**config.mk**
```make
export PLATFORM = sky130hd
export DESIGN_NAME = mem_port_arbiter
export DESIGN_NICKNAME = d
export VERILOG_FILES = /design/src/rtl/mem_port_arbiter.sv
export SDC_FILE = /design/constraint.sdc
export NUM_CORES = 1
export LEC_CHECK = 0
export CAP_MARGIN = 40
export CELL_PAD_IN_SITES_DETAIL_PLACEMENT = 0
export CELL_PAD_IN_SITES_GLOBAL_PLACEMENT = 1
export CORE_MARGIN = 2
export CORE_UTILIZATION = 39
export DETAILED_ROUTE_END_ITERATION = 8
export HOLD_SLACK_MARGIN = 0.05
export PLACE_DENSITY_LB_ADDON = 0.1
export SLEW_MARGIN = 20
export SYNTH_ARGS = -nofsm -noshare
export SYNTH_HDL_FRONTEND = slang
export SYNTH_SLANG_ARGS = --single-unit
```
**constraint.sdc**
```tcl
create_clock -name clk -period 6.3 [get_ports clk]
set_input_delay 1.575 -clock clk [delete_from_list [all_inputs] [get_ports clk]]
set_output_delay 1.575 -clock clk [all_outputs]
set_load 0.05 [all_outputs]
```
**src/rtl/mem_port_arbiter.sv**
```systemverilog
// Two-requester round-robin arbiter in front of one single-port word memory.
// Fills mem[i] = i after reset, then serves one read or write per cycle.
module mem_port_arbiter #(
  parameter int WIDTH = 32,
  parameter int DEPTH = 10,
  parameter int AW    = 4
) (
  input  logic                   clk,
  input  logic                   rst,
  input  logic                   req0_valid,
  output logic                   req0_ready,
  input  logic                   req0_we,
  input  logic [AW-1:0]          req0_addr,
  input  logic [WIDTH-1:0]       req0_wdata,
  output logic                   rsp0_valid,
  output logic [WIDTH-1:0]       rsp0_rdata,
  input  logic                   req1_valid,
  output logic                   req1_ready,
  input  logic                   req1_we,
  input  logic [AW-1:0]          req1_addr,
  input  logic [WIDTH-1:0]       req1_wdata,
  output logic                   rsp1_valid,
  output logic [WIDTH-1:0]       rsp1_rdata,
  output logic                   init_done,
  output logic [WIDTH*DEPTH-1:0] mem_flat
);

  typedef enum logic {
    S_INIT,
    S_RUN
  } state_t;

  state_t state_q, state_d;

  logic [AW-1:0]    cnt_q, cnt_d;
  logic             rr_q, rr_d;
  logic             done_q, done_d;
  logic [WIDTH-1:0] mem_q [DEPTH];
  logic [WIDTH-1:0] mem_d [DEPTH];
  logic             v0_q, v0_d;
  logic             v1_q, v1_d;
  logic [WIDTH-1:0] rd0_q, rd0_d;
  logic [WIDTH-1:0] rd1_q, rd1_d;

  logic             g0, g1;
  logic [AW-1:0]    sel_addr;
  logic             sel_we;
  logic [WIDTH-1:0] sel_wdata;
  logic [WIDTH-1:0] word;

  always_comb begin
    state_d   = state_q;
    cnt_d     = cnt_q;
    rr_d      = rr_q;
    done_d    = done_q;
    mem_d     = mem_q;
    v0_d      = 1'b0;
    v1_d      = 1'b0;
    rd0_d     = rd0_q;
    rd1_d     = rd1_q;
    g0        = 1'b0;
    g1        = 1'b0;
    sel_addr  = '0;
    sel_we    = 1'b0;
    sel_wdata = '0;
    word      = '0;
    unique case (state_q)
      S_INIT: begin
        for (int i = 0; i < DEPTH; i++) begin
          if (cnt_q == AW'(i)) mem_d[i] = WIDTH'(cnt_q);
        end
        cnt_d = cnt_q + 1'b1;
        if (cnt_q == AW'(DEPTH - 1)) begin
          state_d = S_RUN;
          done_d  = 1'b1;
          cnt_d   = '0;
        end
      end
      S_RUN: begin
        g0 = req0_valid && (!req1_valid || !rr_q);
        g1 = req1_valid && (!req0_valid || rr_q);
        sel_addr  = g1 ? req1_addr  : req0_addr;
        sel_we    = g1 ? req1_we    : req0_we;
        sel_wdata = g1 ? req1_wdata : req0_wdata;
        // Out-of-range addresses match no word: reads give 0, writes vanish
        for (int i = 0; i < DEPTH; i++) begin
          if (sel_addr == AW'(i)) begin
            word = mem_q[i];
            if ((g0 || g1) && sel_we) mem_d[i] = sel_wdata;
          end
        end
        if (g0 || g1) rr_d = g0;
        if (g0 && !sel_we) begin
          v0_d  = 1'b1;
          rd0_d = word;
        end
        if (g1 && !sel_we) begin
          v1_d  = 1'b1;
          rd1_d = word;
        end
      end
      default: ;
    endcase
  end

  always_ff @(posedge clk) begin
    if (rst) begin
      state_q <= S_INIT;
      cnt_q   <= '0;
      rr_q    <= 1'b0;
      done_q  <= 1'b0;
      mem_q   <= '{default: '0};
      v0_q    <= 1'b0;
      v1_q    <= 1'b0;
      rd0_q   <= '0;
      rd1_q   <= '0;
    end else begin
      state_q <= state_d;
      cnt_q   <= cnt_d;
      rr_q    <= rr_d;
      done_q  <= done_d;
      mem_q   <= mem_d;
      v0_q    <= v0_d;
      v1_q    <= v1_d;
      rd0_q   <= rd0_d;
      rd1_q   <= rd1_d;
    end
  end

  assign req0_ready = g0;
  assign req1_ready = g1;
  assign rsp0_valid = v0_q;
  assign rsp1_valid = v1_q;
  assign rsp0_rdata = rd0_q;
  assign rsp1_rdata = rd1_q;
  assign init_done  = done_q;

  for (genvar i = 0; i < DEPTH; i++) begin : g_flat
    assign mem_flat[i*WIDTH +: WIDTH] = mem_q[i];
  end

endmodule
```
==> results of run 1 <==
sequential cells by signal, summed over array words and instances (netlist names):
signal      flops
state_q         1
cnt_q           4
rsp0_rdata     32
rsp1_valid      1
rsp1_rdata     32
init_done       1
rr_q            1
rsp0_valid      1
mem_flat      320
routing by layer:
metal  vias up  track usage [%]  share of wire (%)
met2       863             48.5                 44
li1       7979                -                  -
met1      8595             45.0                 44
met4         6             8.99                2.4
met5         -                0              0.052
met3       117             6.89                9.2
worst paths after layout:
| check | start | end | slack (ns) | depth (start not counted) |
|---|---|---|---|---|
| worst min register to register | mem_flat[318] | mem_flat[318] | 0.47 | 2 |
| worst min-delay path | mem_flat[318] | mem_flat[318] | 0.47 | 2 |
| worst max-delay path | req1_valid | req1_ready | 1.15 | 4 |
| worst max register to register | rr_q | rsp0_rdata[31] | 3.06 | 9 |
cells in the final DEF (no fill, tap or decap), drive strengths merged, types with 21 or more instances in the layout:
master / n
o211ai: 21
a21oi: 82
dfxtp: 393
clkdlybuf4s50: 465
o21a: 35
a22oi: 35
a21boi: 32
mux2i: 309
nor2: 429
nand2: 164
clkbuf: 72
o21ai: 82
nor3: 29
buf: 53
kinds of logic after synthesis:
kind of cell    synth area share, %
compound gates                 18.3
xor+xnor                     0.0969
buf+inv                        4.91
flops                          43.5
mux                            17.1
simple gates                   16.1
power breakdown:
| group | internal [mW] | switching (mW) | total (mW) | leakage [nW] |
|---|---|---|---|---|
| logic | 0.174 | 0.331 | 0.505 | 6.25 |
| clock network | 1.52 | 1.07 | 2.59 | 0.710 |
| registers | 2.49 | 0.00814 | 2.50 | 3.17 |
| total | 4.18 | 1.41 | 5.59 | 10.1 |
layout make-up:
| class | count | area [sq um] |
|---|---|---|
| Clock buffer | 72 | 1370 |
| Timing Repair Buffer | 518 | 5170 |
| Clock inverter | 7 | 71.3 |
| Fill cell | 4219 | 20800 |
| Inverter | 14 | 52.6 |
| Multi-Input combinational cell | 1460 | 9470 |
| Sequential cell | 393 | 7870 |
| Tap cell | 600 | 751 |
tightest hold or removal path, cell delays in order, from the launching register on:
cell and delay (ns):
dfxtp_1 0.32, nand2_1 0.06, a21oi_1 0.05
per-stage QoR:
step	utilization, %	area, sq um	cells	worst slack, ns
final	54.3	24700	3064	1.15
after CTS	54.3	24700	3063	1.17
after global placement	50.8	23200	2978	1.05
after floorplan	-	18100	2036	2.18
after detailed placement	51.1	23300	2984	1.07
after global routing	54.3	24700	3064	1.08
==> key figures, run 1 <==
Routing
  • Antenna viol nets, final: 0
  • Iteration count of the initial detailed-routing pass: 6
  • Detailed-route DRC error count: 0
  • Detail-routed net length per standard cell: 25.9 um
  • Via count of the routed design: 17600
  • Total wire length: 79.5 mm
  • Iter 0 DRT Violations: 1727
  • Via density: 5.73

Logic synthesis
  • Number of cells produced by synthesis: 2036
  • Yosys reg bits: 393
  • Warning count from the yosys run: 0
  • Fraction of post-synthesis cell area in the top cell type by area: 43.5%
  • Flip-flop cell with the highest count after synthesis: dfxtp_1
  • Area leader, netlist: dfxtp_1
  • Number of unique standard cell types used by synthesis: 74
  • Net count of the mapped netlist: 2114
  • Number of synthesized flops with an enable pin: 0
  • Post-synthesis area per instance: 8.88 sq um
  • Fraction of registers with async set or reset after synthesis: 0%
  • Ranking of synthesized cells by area: dfxtp_1 44%, mux2i_1 17%, nor2_1 8.9%, nand2_1 3.4%, a21oi_1 2.2%
  • Ranking of synthesized cells by instance count: 427 x nor2_1, 393 x dfxtp_1, 309 x mux2i_1
  • Leading cell type by number of instances after synthesis: nor2_1
  • Sequential share of the synthesized area: 43.5%
  • Netlist area before placement: 18100 sq um

CTS
  • Clock tree root driver cell: clkbuf_16
  • Number of clock buffers inserted by TritonCTS: 44
  • Buffer levels on the longest clock path: 3
  • Number of instances resized during post-cts repair: 0
  • Number of sinks on the clock net: 393
  • Count of hold buffers inserted by post-cts repair: 0
  • Level count of the clock H-tree: 2
  • Count of buffers added by post-CTS timing repair for setup: 0
  • CTS tree: done
  • CTS clock-pin slew for the worst setup and hold paths: 0.06 ns
  • Clock Latency Late Sink: 0.58 ns

Final layout
  • Proportion of layout cells with a drive suffix above 1: 7.63%
  • Layout-stage area growth over the synthesis result: 36.8%
  • Nets: 2509
  • Diode count: 0

Critical path
  • Crit-path max cell delay: 0.86 ns
  • Category of cells accounting for the largest share of critical-path delay: buffers and inverters
  • Buffers & Inverters on Critical Path: 3
  • Critical path required time: 4.72 ns
  • WS Path Type: input pin to output port
  • Worst Setup End Kind: output port
  • Kind of start point of the critical path: input pin
  • Largest driver fanout on the critical path: 12
  • Worst path most repeated cell: clkdlybuf4s50_1
  • Chain of cells forming the critical path: clkdlybuf4s50_1, buf_4, and3_1, clkdlybuf4s50_1
  • Data arrival time of the critical path: 3.57 ns
  • Library cell contributing the largest single delay on the critical path: clkdlybuf4s50_1

STA
  • RSZ-0062 raised after global routing: false
  • Hold Violations, Final: 0
  • Number of failing setup endpoints in the final timing report: 0
  • Layout Skew: 0.0245 ns
  • Max Fclk: 194 MHz
  • Max Slew Vio Count: 0
  • Worst max-slew margin expressed relative to the limit: 29.9%
  • Worst Tran Pin Value: 1.05 ns
  • Sum of negative setup slack: 0 ns
  • Final-layout worst hold slack: 0.471 ns
  • Post-layout min period: 5.15 ns
  • Final clock period utilization by the worst path: 81.7%

Floorplan
  • Die Wd: 219 um
  • I/O pins: 467
  • Total Die Area: 48100 sq um
  • Initial core utilization: 39.7%
  • Chip height: 219 um
  • Core region area: 45600 sq um
  • Standard-cell rows: 78

Pwr
  • Pwr dens: 226 nW/um^2
  • Static Leakage: 10.1 nW
  • Pwr Total: 5.59 mW
  • Largest voltage drop on the vdd net: 190 uV

Placement
  • Half-perimeter wire length after placement: 57.5 mm
  • Placer's final routability congestion estimate: 0.945
  • Buffers added on ports: 466

Global route
  • Largest net degree at the start of global routing: 165
  • Remaining global-route overflow: 0
  • First-pass GRT wire length: 113 mm
  • Vias in the first global route: 16400
  • Gr usage total: 31.8%
  • Initial antenna violation count: 3

Hold path
  • Class of the tightest hold or removal check: flip-flop to flip-flop

Outcome
  • Outcome: complete, no violations

Flow run
  • Number of maximum-capacitance violations: 0
(Power assumes the default switching activity.)
==> inputs of run 2 (changes only) <==
--- a/config.mk
+++ b/config.mk
@@ -9,7 +9,7 @@
 export CELL_PAD_IN_SITES_DETAIL_PLACEMENT = 0
 export CELL_PAD_IN_SITES_GLOBAL_PLACEMENT = 1
 export CORE_MARGIN = 2
-export CORE_UTILIZATION = 39
+export CORE_UTILIZATION = 33
 export DETAILED_ROUTE_END_ITERATION = 8
 export HOLD_SLACK_MARGIN = 0.05
 export PLACE_DENSITY_LB_ADDON = 0.1
==> constraint.sdc (replaced) <==
create_clock -name clk -period 4.5 [get_ports clk]
set_input_delay 1.125 -clock clk [delete_from_list [all_inputs] [get_ports clk]]
set_output_delay 1.125 -clock clk [all_outputs]
set_load 0.05 [all_outputs]
==> key figures, run 2 (synthesis results as in run 1) <==
Routing
  • Antenna viol nets, final: 0 (unchanged)
  • Detail-routed net length per standard cell: 26.9 um (+3.6%)
  • Iteration count of the initial detailed-routing pass: 6 (unchanged)
  • Detailed-route DRC error count: 0 (unchanged)
  • Iter 0 DRT Violations: 1455 (-16%)
  • Total wire length: 86.5 mm (+8.8%)
  • Via density: 5.49 (-4.2%)
  • Via count of the routed design: 17700 (+0.61%)

Final layout
  • Nets: 2563 (+2.2%)
  • Leading cell types in the layout, fill and taps excluded: 463 x clkdlybuf4s50_1, 427 x nor2_1, 392 x dfxtp_1, 309 x mux2i_1, 162 x nand2_1
  • Number of flip-flops in the largest register: 320 (unchanged)
  • Post-layout instance area: 25400 sq um (+2.5%)
  • Non-filler instance count after layout: 3218 (+5.0%)
  • Number of fillers in the final layout: 5291 (+25%)
  • Most common library cell in the layout ignoring fill and taps: clkdlybuf4s50_1
  • Proportion of layout cells with a drive suffix above 1: 9.56% (+1.9 points)
  • Layout-stage area growth over the synthesis result: 40.3%
  • Final design utilization: 47.0% (-7.3 points)

CTS
  • Number of clock buffers inserted by TritonCTS: 46 (+4.5%)
  • Number of sinks on the clock net: 393 (unchanged)
  • CTS tree: done
  • Count of buffers added by post-CTS timing repair for setup: 0 (unchanged)
  • CTS clock-pin slew for the worst setup and hold paths: 0.06 ns (about the same)
  • Buffer levels on the longest clock path: 3 (unchanged)
  • Clock tree root driver cell: clkbuf_16
  • Level count of the clock H-tree: 2 (unchanged)
  • Number of instances resized during post-cts repair: 0 (unchanged)
  • Count of hold buffers inserted by post-cts repair: 0 (unchanged)
  • Clock Latency Late Sink: 0.59 ns (about the same)

Pwr
  • Internal: 5.84 mW (+40%)
  • Pwr dens: 310 nW/um^2 (+37%)
  • Static Leakage: 10.4 nW (+2.9%)
  • Share of power burned in the clock network: 45.8% (-0.5 points)
  • Net load switching power: 2.01 mW (+43%)
  • Sequential share of power: 44.5% (-0.2 points)
  • Fraction of power spent switching nets: 25.6% (+0.41 points)
  • Combinational group share of total power: 9.7% (+0.7 points)
  • Largest voltage drop on the vdd net: 256 uV (+35%)
  • Pwr Total: 7.85 mW (+40%)

STA
  • Sum of negative setup slack: 0 ns (unchanged)
  • Final setup margin: 0.770 ns (-0.380 ns)
  • Max Fclk: 268 MHz
  • Hold Violations, Final: 0 (unchanged)
  • Layout Skew: 0.0184 ns (-0.00605 ns)
  • RSZ-0062 raised after global routing: false
  • Worst max-slew margin expressed relative to the limit: 42.0% (+12 points)
  • Final-layout worst hold slack: 0.471 ns (+0.000314 ns)
  • Worst Tran Pin Value: 0.865 ns (-0.187 ns)
  • Final clock period utilization by the worst path: 82.9%
  • Number of failing setup endpoints in the final timing report: 0 (unchanged)
  • Max Slew Vio Count: 0 (unchanged)
  • Post-layout min period: 3.73 ns

Floorplan
  • Core region area: 54000 sq um (+19%)
  • I/O pins: 467 (unchanged)
  • Chip height: 238 um (+8.6%)
  • Die Wd: 238 um (+8.6%)
  • Initial core utilization: 33.5% (-6.2 points)
  • Standard-cell rows: 85 (+9.0%)
  • Total Die Area: 56700 sq um (+18%)

Global route
  • Gr usage total: 29.6% (-2.2 points)
  • Remaining global-route overflow: 0 (unchanged)
  • Initial antenna violation count: 7 (+4)
  • Vias in the first global route: 17000 (+3.7%)
  • First-pass GRT wire length: 123 mm (+8.7%)
  • Largest net degree at the start of global routing: 122 (-26%)

Critical path
  • WS Path Type: input pin to flip-flop
  • Critical path required time: 4.98 ns (+0.26 ns)
  • Worst Setup End Kind: flip-flop
  • Kind of start point of the critical path: input pin
  • Crit-path max cell delay: 0.63 ns (-0.23 ns)
  • Data arrival time of the critical path: 4.21 ns (+0.64 ns)
  • Worst path most repeated cell: buf_4
  • Library cell contributing the largest single delay on the critical path: clkdlybuf4s50_1
  • Chain of cells forming the critical path: clkdlybuf4s50_1, buf_4, nor2b_1, nand4_1, nand2_1, buf_4, a221oi_1, o21ai_1, o211ai_1, o21a_1
  • Largest driver fanout on the critical path: 9 (-3)
  • Worst Reg2Reg Path Length in Cells: 9 (unchanged)

Placement
  • Placer's final routability congestion estimate: 0.912 (-3.5%)
  • Cell area after placement: 23900 sq um (+2.5%)
  • # placed instances: 3131 (+4.9%)
  • Buffers added on ports: 466 (unchanged)
  • Post-Place Worst Slack: 0.218 ns (-0.853 ns)
  • Half-perimeter wire length after placement: 64.2 mm (+12%)

Flow run
  • Number of maximum-capacitance violations: 0 (unchanged)

Hold path
  • Class of the tightest hold or removal check: flip-flop to flip-flop
  • Worst Hold Path Cells: 2 (unchanged)

Outcome
  • Outcome: complete, no violations
==> run 2: cell count changes in the layout (fill, tap and decap cells not counted), sizes merged <==
cell	previous run	this run
buf	53	107
bufinv	1	0
clkbuf	72	75
clkdlybuf4s50	465	463
clkinv	6	8
diode	0	2
==> run 2: path summary, 6_finish.rpt <==
check                      from              to  slack (ns)
setup / recovery   req1_addr[2]  rsp0_rdata[17]        0.77
hold / removal    mem_flat[300]   mem_flat[300]        0.47
setup reg to reg           rr_q  rsp1_rdata[11]        1.49
hold reg to reg   mem_flat[300]   mem_flat[300]        0.47
==> run 2: final cells by class <==
type | instances | area (sq um) | share of cell area [%]
Antenna cell | 2 | 5.00 | 0.0197
Clock buffer | 75 | 1370 | 5.41
Clock inverter | 8 | 66.3 | 0.261
Inverter | 14 | 52.6 | 0.207
Multi-Input combinational cell | 1460 | 9470 | 37.3
Sequential cell | 393 | 7870 | 31.0
Tap cell | 696 | 871 | 3.43
Timing Repair Buffer | 570 | 5660 | 22.3
==> run 2: power by group through the flow <==
stage / Clock, mW / Combinational (mW) / Sequential [mW]
after floorplan: 0 / 0.416 / 3.58
after global placement: 0 / 0.746 / 3.57
after detailed placement: 0 / 0.750 / 3.57
after CTS: 3.66 / 0.752 / 3.50
after global routing: 3.79 / 0.798 / 3.50
final: 3.60 / 0.759 / 3.50
==> run 2: per-layer routing <==
metal / GRT usage, % / up-vias / part of all wire, %
li1: - / 8106 / -
met1: 42.8 / 8812 / 47
met2: 45.7 / 662 / 44
met3: 5.55 / 85 / 6.9
met4: 6.17 / 2 / 1.7
met5: 0 / - / 0.015
==> run 2: worst max-delay path: cells and delay by family <==
family | cells | cell delay (ns)
AOI/OAI and AO/OA | 4 | 0.82
and+or+nand+nor | 3 | 1.11
buffers and inverters | 3 | 1.15
==> inputs of run 3 (changes only) <==
==> constraint.sdc (replaced) <==
create_clock -name clk -period 3.1 [get_ports clk]
set_input_delay 0.775 -clock clk [delete_from_list [all_inputs] [get_ports clk]]
set_output_delay 0.775 -clock clk [all_outputs]
set_load 0.05 [all_outputs]
==> key figures, run 3 (synthesis results as in run 1) <==
Final layout
  • Number of flip-flops in the largest register: 320 (unchanged)
  • Nets: 2723 (+6.2%)
  • Post-layout instance area: 27400 sq um (+8.1%)
  • Diode count: 0 (-2)
  • Proportion of layout cells with a drive suffix above 1: 15.2% (+5.6 points)
  • Non-filler instance count after layout: 3378 (+5.0%)
  • Number of fillers in the final layout: 5107 (-3.5%)
  • Most common library cell in the layout ignoring fill and taps: clkdlybuf4s50_1
  • Leading cell types in the layout, fill and taps excluded: 463 x clkdlybuf4s50_1, 427 x nor2_1, 392 x dfxtp_1, 309 x mux2i_1, 186 x buf_4
  • Final design utilization: 50.7% (+3.8 points)
  • Layout-stage area growth over the synthesis result: 51.6%

Global route
  • First-pass GRT wire length: 124 mm (+0.62%)
  • Remaining global-route overflow: 0 (unchanged)
  • Largest net degree at the start of global routing: 95 (-22%)
  • Gr usage total: 29.7% (+0.15 points)
  • Initial antenna violation count: 0 (-7)
  • Vias in the first global route: 17500 (+3.2%)

CTS
  • Clock Latency Late Sink: 0.60 ns (about the same)
  • Buffer levels on the longest clock path: 3 (unchanged)
  • Number of sinks on the clock net: 393 (unchanged)
  • Clock tree root driver cell: clkbuf_16
  • CTS tree: done
  • CTS clock-pin slew for the worst setup and hold paths: 0.06 ns (about the same)
  • Level count of the clock H-tree: 2 (unchanged)
  • Number of clock buffers inserted by TritonCTS: 47 (+2.2%)

Critical path
  • R2R Path End: rsp0_rdata[22]
  • Worst Reg2Reg Path Length in Cells: 13 (+4)
  • WS Path Type: input pin to output port
  • Data arrival time of the critical path: 2.28 ns (-1.93 ns)
  • Critical path required time: 2.32 ns (-2.66 ns)
  • Worst Setup End Kind: output port
  • Worst setup path startpoint: req1_valid
  • Worst reg2reg path startpoint: rr_q
  • Kind of start point of the critical path: input pin
  • Register-to-register setup slack: 0.46 ns (-1.03 ns)
  • Largest driver fanout on the critical path: 18 (+9)

Floorplan
  • Standard-cell rows: 85 (unchanged)
  • I/O pins: 467 (unchanged)
  • Total Die Area: 56700 sq um (unchanged)
  • Chip height: 238 um (unchanged)
  • Initial core utilization: 33.5% (unchanged)
  • Core region area: 54000 sq um (unchanged)
  • Die Wd: 238 um (unchanged)

Pwr
  • Largest voltage drop on the vdd net: 363 uV (+42%)
  • Pwr dens: 433 nW/um^2 (+40%)
  • Static Leakage: 11.5 nW (+10%)
  • Pwr Total: 11.9 mW (+51%)

STA
  • Final clock period utilization by the worst path: 98.4%
  • Hold Violations, Final: 0 (unchanged)
  • Final setup margin: 0.0491 ns (-0.721 ns)
  • Worst max-slew margin expressed relative to the limit: 47.4% (+5.4 points)
  • Post-layout min period: 3.05 ns
  • Layout Skew: 0.0283 ns (+0.00988 ns)
  • Worst Tran Pin Value: 0.782 ns (-0.0827 ns)
  • Max Slew Vio Count: 0 (unchanged)
  • Number of failing setup endpoints in the final timing report: 0 (unchanged)
  • Final-layout worst hold slack: 0.470 ns (-0.000906 ns)
  • Max Fclk: 328 MHz
  • RSZ-0062 raised after global routing: true
  • Sum of negative setup slack: 0 ns (unchanged)

Hold path
  • Worst-case hold path end point: mem_flat[314]
  • Launch instance of the worst min-delay path: mem_flat[314]
  • Worst Hold Path Cells: 2 (unchanged)
  • Class of the tightest hold or removal check: flip-flop to flip-flop

Placement
  • Post-Place Worst Slack: -0.872 ns (-1.09 ns)
  • Buffers added on ports: 466 (unchanged)
  • Cell area after placement: 25800 sq um (+8.1%)
  • # placed instances: 3288 (+5.0%)
  • Placer's final routability congestion estimate: 0.929 (+2.0%)
  • Half-perimeter wire length after placement: 65.9 mm (+2.7%)

Routing
  • Iter 0 DRT Violations: 1868 (+28%)
  • Via count of the routed design: 18300 (+3.8%)
  • Total wire length: 87.3 mm (+1.0%)
  • Detail-routed net length per standard cell: 25.9 um (-3.8%)
  • Detailed-route DRC error count: 0 (unchanged)
  • Iteration count of the initial detailed-routing pass: 6 (unchanged)
  • Via density: 5.43 (-1.2%)
  • Antenna viol nets, final: 0 (unchanged)

Flow run
  • Number of maximum-capacitance violations: 0 (unchanged)

Outcome
  • Outcome: complete, no violations
run 3: critical path: stages:
cell	delay [ns]
clkdlybuf4s50_1	0.55
buf_8	0.21
buf_4	0.20
nand2_1	0.08
and3_2	0.28
buf_12	0.17
run 3: power by group:
group	leakage, nW	switching [mW]	internal, mW
Combinational	7.56	0.735	0.537
Sequential	3.17	0.0165	5.06
Clock	0.740	2.26	3.26
Total	11.5	3.01	8.85
run 3: cell type report:
type / instances / area, sq um / area share (%)
Multi-Input combinational cell: 1460 / 9500 / 34.6
Sequential cell: 393 / 7870 / 28.7
Timing Repair Buffer: 729 / 7610 / 27.8
Clock buffer: 74 / 1360 / 4.96
Tap cell: 696 / 871 / 3.18
Clock inverter: 12 / 154 / 0.561
Inverter: 14 / 52.6 / 0.192
run 3: how the worst max path moves through the flow:
| stage | end | slack, ns |
|---|---|---|
| after floorplan | rsp0_rdata[23] | 0.30 |
| after global placement | rsp0_rdata[22] | -0.99 |
| after detailed placement | rsp0_rdata[22] | -0.87 |
| after CTS | req1_ready | 0.02 |
| after global routing | req0_ready | -0.002 |
| final | req0_ready | 0.05 |
run 3: layer usage:
metal,vias to the layer above,part of all wire [%],global-route usage (%)
met3,105,7.3,5.88
li1,8449,-,-
met5,-,0,0
met2,789,44,45.3
met1,8989,47,43.0
met4,0,2.2,7.05
run 3: what timing repair did:
item | CTS | global route
endpoints found under the setup margin | 11 | 22
hold buffers | 0 | 0
buffers inserted | 0 | 4
resized for setup | 4 | 12
